<file path="src/rtl/transmisor_serial_multi.sv">
// Multi-channel UART-style frame transmitter: N_CH words per frame, each framed as
// start / LSB-first data / optional even parity / stop, followed by an idle-high gap.
module transmisor_serial_multi #(
    parameter int N_CH         = 3,
    parameter int DATA_W       = 8,
    parameter int CLKS_PER_BIT = 1,
    parameter int GAP_CYCLES   = 30000,
    parameter int PARITY_EN    = 0,
    parameter int AUTO_REPEAT  = 1
) (
    input  logic                   clk,
    input  logic                   rst_n,
    input  logic [N_CH*DATA_W-1:0] data_in,
    input  logic                   start,
    output logic                   canal_serial,
    output logic                   busy,
    output logic                   frame_done,
    output logic [13:0]            decimal
);
    localparam int CH_BITS    = DATA_W + 2 + PARITY_EN;
    localparam int FRAME_BITS = N_CH * CH_BITS;
    localparam int BIT_CNT_W  = (CLKS_PER_BIT > 1) ? $clog2(CLKS_PER_BIT) : 1;
    localparam int GAP_CNT_W  = (GAP_CYCLES > 1) ? $clog2(GAP_CYCLES) : 1;
    localparam int IDX_W      = $clog2(DATA_W);
    localparam int CH_W       = (N_CH > 1) ? $clog2(N_CH) : 1;
    localparam int DEC_W      = $clog2(FRAME_BITS);

    typedef enum logic [2:0] {
        ST_IDLE,
        ST_START,
        ST_DATA,
        ST_PAR,
        ST_STOP,
        ST_GAP
    } state_t;

    state_t                   r_state;
    logic [BIT_CNT_W-1:0]     r_bit_cnt;
    logic [IDX_W-1:0]         r_idx;
    logic [CH_W-1:0]          r_ch;
    logic [GAP_CNT_W-1:0]     r_gap;
    logic [DEC_W-1:0]         r_dec;
    logic [N_CH*DATA_W-1:0]   r_snap;
    logic                     r_line;
    logic                     r_busy;
    logic                     r_done;

    state_t                   w_state_nxt;
    logic [BIT_CNT_W-1:0]     w_bit_cnt_nxt;
    logic [IDX_W-1:0]         w_idx_nxt;
    logic [CH_W-1:0]          w_ch_nxt;
    logic [GAP_CNT_W-1:0]     w_gap_nxt;
    logic [DEC_W-1:0]         w_dec_nxt;
    logic [N_CH*DATA_W-1:0]   w_snap_nxt;
    logic                     w_line_nxt;
    logic                     w_busy_nxt;
    logic                     w_done_nxt;
    logic [DATA_W-1:0]        w_words [N_CH];
    logic [DATA_W-1:0]        w_word_nxt;
    logic                     w_bit_end;
    logic                     w_launch;

    assign w_bit_end = (r_bit_cnt == BIT_CNT_W'(CLKS_PER_BIT - 1));
    assign w_launch  = (AUTO_REPEAT != 0) || start;

    always_ff @(posedge clk or negedge rst_n) begin
        if (!rst_n) begin
            r_state   <= ST_IDLE;
            r_bit_cnt <= '0;
            r_idx     <= '0;
            r_ch      <= '0;
            r_gap     <= '0;
            r_dec     <= '0;
            r_snap    <= '0;
            r_line    <= 1'b1;
            r_busy    <= 1'b0;
            r_done    <= 1'b0;
        end else begin
            r_state   <= w_state_nxt;
            r_bit_cnt <= w_bit_cnt_nxt;
            r_idx     <= w_idx_nxt;
            r_ch      <= w_ch_nxt;
            r_gap     <= w_gap_nxt;
            r_dec     <= w_dec_nxt;
            r_snap    <= w_snap_nxt;
            r_line    <= w_line_nxt;
            r_busy    <= w_busy_nxt;
            r_done    <= w_done_nxt;
        end
    end

    always_comb begin
        w_state_nxt   = r_state;
        w_bit_cnt_nxt = r_bit_cnt;
        w_idx_nxt     = r_idx;
        w_ch_nxt      = r_ch;
        w_gap_nxt     = r_gap;
        w_dec_nxt     = r_dec;
        w_snap_nxt    = r_snap;

        // Bit-period counter and frame bit index advance together in every serial state.
        if (r_state inside {ST_START, ST_DATA, ST_PAR, ST_STOP}) begin
            w_bit_cnt_nxt = w_bit_end ? '0 : r_bit_cnt + BIT_CNT_W'(1);
            if (w_bit_end) begin
                w_dec_nxt = r_dec + DEC_W'(1);
            end
        end

        case (r_state)
            ST_IDLE: begin
                if (w_launch) begin
                    w_state_nxt   = ST_START;
                    w_snap_nxt    = data_in;
                    w_ch_nxt      = '0;
                    w_bit_cnt_nxt = '0;
                    w_dec_nxt     = '0;
                end
            end
            ST_START: begin
                if (w_bit_end) begin
                    w_state_nxt = ST_DATA;
                    w_idx_nxt   = '0;
                end
            end
            ST_DATA: begin
                if (w_bit_end) begin
                    if (r_idx == IDX_W'(DATA_W - 1)) begin
                        w_state_nxt = (PARITY_EN != 0) ? ST_PAR : ST_STOP;
                    end else begin
                        w_idx_nxt = r_idx + IDX_W'(1);
                    end
                end
            end
            ST_PAR: begin
                if (w_bit_end) begin
                    w_state_nxt = ST_STOP;
                end
            end
            ST_STOP: begin
                if (w_bit_end) begin
                    if (r_ch != CH_W'(N_CH - 1)) begin
                        w_state_nxt = ST_START;
                        w_ch_nxt    = r_ch + CH_W'(1);
                    end else begin
                        w_state_nxt = ST_GAP;
                        w_gap_nxt   = '0;
                        w_dec_nxt   = '0;
                    end
                end
            end
            ST_GAP: begin
                if (r_gap == GAP_CNT_W'(GAP_CYCLES - 1)) begin
                    w_gap_nxt = '0;
                    if (AUTO_REPEAT != 0) begin
                        w_state_nxt   = ST_START;
                        w_snap_nxt    = data_in;
                        w_ch_nxt      = '0;
                        w_bit_cnt_nxt = '0;
                        w_dec_nxt     = '0;
                    end else begin
                        w_state_nxt = ST_IDLE;
                    end
                end else begin
                    w_gap_nxt = r_gap + GAP_CNT_W'(1);
                end
            end
            default: begin
                w_state_nxt = ST_IDLE;
            end
        endcase
    end

    // Outputs are computed from the next state so the registered line lines up with the state.
    always_comb begin
        for (int i = 0; i < N_CH; i++) begin
            w_words[i] = w_snap_nxt[i*DATA_W +: DATA_W];
        end
        w_word_nxt = w_words[w_ch_nxt];
        case (w_state_nxt)
            ST_START: w_line_nxt = 1'b0;
            ST_DATA:  w_line_nxt = w_word_nxt[w_idx_nxt];
            ST_PAR:   w_line_nxt = ^w_word_nxt;
            default:  w_line_nxt = 1'b1;
        endcase
        w_busy_nxt = (w_state_nxt != ST_IDLE);
        w_done_nxt = (r_state == ST_STOP) && (w_state_nxt == ST_GAP);
    end

    assign canal_serial = r_line;
    assign busy         = r_busy;
    assign frame_done   = r_done;
    assign decimal      = {{(14 - DEC_W){1'b0}}, r_dec};

endmodule

</file>
<file path="config.mk">
export PLATFORM = sky130hd
export DESIGN_NAME = transmisor_serial_multi
export DESIGN_NICKNAME = d
export VERILOG_FILES = /design/src/rtl/transmisor_serial_multi.sv
export SDC_FILE = /design/constraint.sdc
export NUM_CORES = 1
export LEC_CHECK = 0
export ABC_AREA = 1
export BUFFER_PORTS_ARGS = -buffer_cell sky130_fd_sc_hd__buf_2
export CORE_MARGIN = 10
export CORE_UTILIZATION = 42
export DETAILED_ROUTE_END_ITERATION = 12
export SETUP_SLACK_MARGIN = 0.1
export SYNTH_ARGS = -nofsm -noshare
export SYNTH_HDL_FRONTEND = slang
export SYNTH_SLANG_ARGS = --single-unit
</file>
<file path="constraint.sdc">
create_clock -name clk -period 1.9 [get_ports clk]
set_input_delay 0.38 -clock clk [delete_from_list [all_inputs] [get_ports clk]]
set_output_delay 0.38 -clock clk [all_outputs]
set_load 0.01 [all_outputs]
</file>
; ---- Yosys cells after proc, flatten, opt, wreduce, memory -nomap -nowiden
; Cells that the tools add are included.
[totals]
output_inout_bits = 17
word_cells = 77
ff_bits = 56
[op_classes]
n_addsub = 5
bitwise_logic = 1
reduce_logical = 7
muxes = 38
order_cmp = 2
eq_ne = 14
[ops]
columns = cell, count
row1 = one-hot mux 24 bit (2 select lines), 1
row2 = two-way mux 15 bit, 3
row3 = two-way mux 3 bit, 10
row4 = one-hot mux 15 bit (2 select lines), 1
row5 = two-way mux 5 bit, 5
row6 = two-way mux 24 bit, 1
row7 = one-hot mux 3 bit (6 select lines), 1
row8 = binary-select mux 8 bit (select 2 bit), 1
row9 = two-way mux 8 bit, 2
row10 = "adder 15 x 1 -> 15 bit, second input constant", 1
row11 = "equality test 15 bit, second input constant", 1
row12 = one-hot mux 5 bit (3 select lines), 1
row13 = "equality test 3 x 2 -> 1 bit, second input constant", 4
row14 = "equality test 3 bit, second input constant", 4
row15 = parity 8 bit, 1
row16 = "equality test 3 x 1 -> 1 bit, second input constant", 2
row17 = two-way mux 2 bit, 3
row18 = "!= test 2 bit, second input constant", 3
row19 = one-hot mux 2 bit (3 select lines), 1
row20 = one-hot mux 3 bit (2 select lines), 1
row21 = "adder 5 x 1 -> 5 bit, second input constant", 1
row22 = "< comparator 3 x 4 -> 1 bit, second input constant", 1
row23 = two-way mux 1 bit, 4
row24 = nonzero test 4 bit, 1
row25 = other kinds (13), 13

; ---- Logic depth before layout (Yosys ltp)
[logic_depth]
depth_word = 11
ltp_mapped = 20

; ---- Least setup slack after synthesis
; No wires, ideal clock.
[synth_path]
path_kind = flip-flop to flip-flop
startpoint = register r_gap[0]
endpoint = register r_line (netlist: canal_serial)
synth_period_minus_slack_ns = 2.073
arrival_ns = 1.998
path_stages_with_launch = 20
slack_ns = -0.173
required_ns = 1.824
cell_sequence = dfrtp_1 ha_1 nand3_2 nor2_1 nand3_1 nand2_2 buf_6 nand2_4 a21oi_4 inv_2 nand2_1 nand2_2 inv_1 nand2_1 nand2_1 nand2_1 nand2_1 nand2_1 nand3_1 nand2_1
[synth_between]
elab_chain_cells = 10
[synth_rtl]
columns = element, line
row1 = start: declaration, 41  ; logic [GAP_CNT_W-1:0] r_gap;
row2 = start signal: assignment, 83  ; r_gap <= w_gap_nxt;
row3 = equality test 15 bit (*), 152  ; if (r_gap == GAP_CNT_W'(GAP_CYCLES - 1)) begin
row4 = two-way mux 2 bit (*), 152
row5 = one-hot mux 2 bit (3 select lines) (*), 109  ; case (r_state)
row6 = net w_ch_nxt[1], 51  ; logic [CH_W-1:0] w_ch_nxt;
row7 = NOT 2 -> 3 bit (implied by the code) (*), 178  ; w_word_nxt = w_words[w_ch_nxt];
row8 = binary-select mux 8 bit (select 2 bit) (*), 178
row9 = two-way mux 8 bit (implied by the code) (*) (2 in series), 178
row10 = binary-select mux 1 bit (select 3 bit), 181  ; ST_DATA: w_line_nxt = w_word_nxt[w_idx_nxt];
row11 = two-way mux 1 bit (implied by the code), 181
row12 = one-hot mux 1 bit (3 select lines) (*), 179  ; case (w_state_nxt)
row13 = net w_line_nxt, 55  ; logic w_line_nxt;
row14 = end signal: assignment, 86  ; r_line <= w_line_nxt;
row15 = end: declaration, 44  ; logic r_line;
; Mark *: on every way through the listed nets, which the timed path passes. The rest lies on a longest branch. The select of a mux whose other input is x is not followed.
; A chain may end at the register's enable or synchronous reset.

; ---- Worst setup path in the final report
[layout_path]
startpoint = register r_gap[1]
endpoint = register r_line (netlist: canal_serial)
[layout_lines]
columns = element, line
row1 = equality test 15 bit (*), 152
row2 = two-way mux 24 bit (*), 152
row3 = one-hot mux 24 bit (2 select lines) (*), 109
row4 = net w_snap_nxt[1], 54  ; logic [N_CH*DATA_W-1:0] w_snap_nxt;
row5 = binary-select mux 8 bit (select 2 bit) (*), 178
row6 = two-way mux 8 bit (implied by the code) (*) (2 in series), 178
row7 = binary-select mux 1 bit (select 3 bit), 181
row8 = two-way mux 1 bit (implied by the code), 181
row9 = one-hot mux 1 bit (3 select lines) (*), 179
row10 = net w_line_nxt, 55
; Marked as above.

==> results.yml <==
outcome:
  status: "finished, violations left"
  violations: "setup timing"
finish:
  final_layout_size_suffix_gt1_share_pct: 33.62
  antenna_cells: 0
  fin_util_pct: 59.65
  fin_area_um2: 4562
  syn_to_final_growth_pct: 39.75
  nNetsFinal: 617
min_path:
  whs_path_depth: 3
  min_from: "data_in[21]"
  hp-class: "primary input to flip-flop"
  hold-path-endpoint: "r_snap[21]$_DFF_PN0_"
setup_path:
  timing.rr.start: "r_gap[1]$_DFFE_PN0P_"
  slowest_stage: "dfrtp_1"
  cp.buffers_inverters: 2
  critPathArrivalTime_ps: 2550
  cp-end-kind: "flip-flop"
  crit_fanout: 7
  start_kind: "flip-flop"
  rr_worst_depth: 20
  critPathMaxStageDelay_ps: 380
  r2r_end: "canal_serial$_DFF_PN1_"
  cp_top_family: "simple AND/OR/NAND/NOR gates"
  reg2reg_slack_ps: -390
  cpMostUsedCell: "nand2_1"
  crit_chain: "ha_2 -> nand3_2 -> nor2_1 -> nand3_1 -> nand2_4 -> nand2_8 -> clkbuf_16 -> nand2_1 -> nand2_1 -> nand2_1 -> nand3_2 -> nand2_2 -> inv_2 -> nand2_1 -> nand2_2 -> nand2_1 -> nand2_1 -> nand2_1 -> nand3_2 -> nand2_1"
  cp.required_ps: 2170
  path_class: "flip-flop to flip-flop"
grt:
  gr-total-overflow: 0
  grt.total_usage_pct: 14.47
  grt_pass1_vias: 3103
  grt_pass1_wl_um: 13990
  antenna_found_initial: 0
  grt_max_degree: 41
synth:
  syn-instance-count: 467
  synth_top_area_cell: "dfrtp_1"
  syn_area_um2: 3264
  yosysSeqAreaShare_pct: 42.97
  yosysWarnings: 0
  syn_area_per_cell_um2: 6.990
  yosysUniqueCellTypes: 37
  synth_top_cell_area_share_pct: 42.16
  ys_ff_latch: 56
  synthTopCellsByArea: "dfrtp_1, nand2_1, inv_1, nand3_1, nor2_1"
sta:
  fin_crit_ps: 2285
  fin_crit_sh_pct: 120.3
  setup_violations: 3
  finalHoldViolCount: 0
  rsz0062_at_grt: "true"
  final.setup.worst_slack_ps: -385.0
  slew_viol_final: 0
  fmax_mhz: 437.6
  fin_worst_skew_ps: 7.587
route:
  drc: 0
  detail-route-antenna-nets: 0
  wl_per_cell_um: 12.61
  wl_um: 8673
  viasPerCell: 4.699
  dr.pass1.iters: 4
  num_vias: 3233
  dr.first_iter.drc_count: 105
placement:
  gp_congestion: 0.8228
  hpwl_um: 6217
  numPortBuffers: 33
  placed_cell_area_um2: 4055
power_and_ir_drop:
  power_leakage_nw: 2.513
  pwr_density_cell_nw_per_um2: 454.5
  power_w: 0.002073
  peakVddDrop_uv: 322.5
cts:
  cts-root-buf: "clkbuf_8"
  clock_path_buffers: 2
  tritoncts: "done"
  htreeDepth: 2
  clk_latency_ps: 320
  clk_pin_slew_ps: 100
  clock-sinks: 56
  cts_buffers: 5
die:
  core_area_um2: 7647
  rows: 32
  die_area_um2: 11700
  die_w_um: 108.2
  fp.dieH_um: 108.2
  pin_count: 44
  start_util_pct: 42.69
run:
  drv_cap: 0
-- cells by family (layout without fill, tap and decap cells) --
group           after synthesis  in the layout  share of synthesized area, %
fa+ha+maj                     5              5                         1.916
flops                        56             56                         42.97
buf+inv                      80            191                         11.15
simple gates                286            286                         36.30
xor+xnor                      3              3                        0.8051
other cells                   1              9                        0.1149
compound gates               36             36                         6.746
-- area by class of cell --
cell class | count | area (um2)
Sequential cell | 56 | 1403
Inverter | 63 | 237.7
Clock buffer | 6 | 72.57
Tap cell | 102 | 127.6
Fill cell | 714 | 3085
Clock inverter | 2 | 12.51
Timing Repair Buffer | 120 | 920.9
Multi-Input combinational cell | 339 | 1788
-- worst reg2reg max path: cells and delay by family (launching register included) --
| kind | cells | cell delay, ps |
|---|---|---|
| flip-flops | 1 | 380 |
| adder cells (fa/ha/maj) | 1 | 200 |
| AND/OR/NAND/NOR | 17 | 1440 |
| buffers and inverters | 2 | 220 |
-- what timing repair did --
item | CTS | global route
pin swaps | 8 | 39
cloned | 0 | 3
resized for setup | 22 | 40
setup endpoints to repair | 13 | 17
setup buffers | 10 | 6
hold endpoints to repair | 15 | 0
hold buffers | 1 | 0
-- synth_stat cells --
master,count
a211oi_1,1
a21o_1,1
a21oi_1,9
a21oi_4,1
a22o_1,1
a22oi_1,1
a32o_1,1
buf_2,3
buf_4,10
buf_6,3
clkbuf_1,1
clkinv_1,1
conb_1,1
dfrtp_1,55
dfstp_2,1
ha_1,5
inv_1,61
inv_2,1
nand2_1,186
nand2_2,4
nand2_4,1
nand3_1,41
nand3_2,1
nand3b_1,1
nand4_1,3
nor2_1,38
nor2_4,1
nor3_1,7
nor3b_1,1
nor4_1,1
o211ai_1,2
o21a_1,3
o21ai_0,15
o21ai_1,1
or2_2,1
xnor2_1,2
xor2_1,1
-- sequential cells by signal, summed over array words and instances (netlist names) --
name / cells
r_gap: 15
r_snap: 24
r_dec: 5
busy: 1
frame_done: 1
canal_serial: 1
r_state: 3
r_idx: 3
r_bit_cnt: 1
r_ch: 2
-- metal layers --
metal | track usage, % | up-vias | wire [um]
li1 | - | 1674 | -
met1 | 18.02 | 1496 | 3926
met2 | 24.31 | 51 | 4255
met3 | 2.915 | 12 | 313
met4 | 5.057 | 0 | 178
met5 | 0 | - | 0
-- worst max-delay path by stage --
stage | start | end | slack (ps) | cells past startpoint
2_1_floorplan | r_gap[0]$_DFFE_PN0P_ | canal_serial$_DFF_PN1_ | -140 | 19
3_3_place_gp | r_gap[0]$_DFFE_PN0P_ | canal_serial$_DFF_PN1_ | -300 | 19
3_5_place_dp | r_gap[1]$_DFFE_PN0P_ | canal_serial$_DFF_PN1_ | -390 | 20
4_1_cts | r_gap[1]$_DFFE_PN0P_ | canal_serial$_DFF_PN1_ | -350 | 21
5_1_grt | r_gap[1]$_DFFE_PN0P_ | canal_serial$_DFF_PN1_ | -590 | 21
6_report | r_gap[1]$_DFFE_PN0P_ | canal_serial$_DFF_PN1_ | -390 | 20
-- through the flow --
| step | instances | TNS, ps | setup WS (ps) | hold slack [ps] |
|---|---|---|---|---|
| 6_report | 688 | -430.7 | -385.0 | 281.0 |
| 5_1_grt | 688 | -1567 | -586.3 | 273.5 |
| 4_1_cts | 681 | -516.9 | -346.6 | 268.7 |
| 3_5_place_dp | 662 | -824.2 | -394.6 | 341.2 |
| 3_3_place_gp | 662 | -638.9 | -295.6 | 343.2 |
| 2_1_floorplan | 475 | -143.4 | -143.4 | 84.41 |
-- where the power goes --
part	total (W)	switching [W]	internal (W)
logic	0.000183	0.000109	0.0000736
clock network	0.000666	0.000407	0.000259
registers	0.00122	0.00000721	0.00122
total	0.00207	0.000524	0.00155
-- placed cells by master, fill, tap and decap left out, drive strengths merged, types with 2 or more instances in the layout --
cell type  instances
a21oi             10
buf              117
clkbuf             8
clkinv             2
conb               9
dfrtp             55
ha                 5
inv               62
nand2            191
nand3             42
nand4              3
nor2              39
nor3               7
o211ai             2
o21a               3
o21ai             16
xnor2              2
Note: power is estimated with default switching activity, not from simulation.
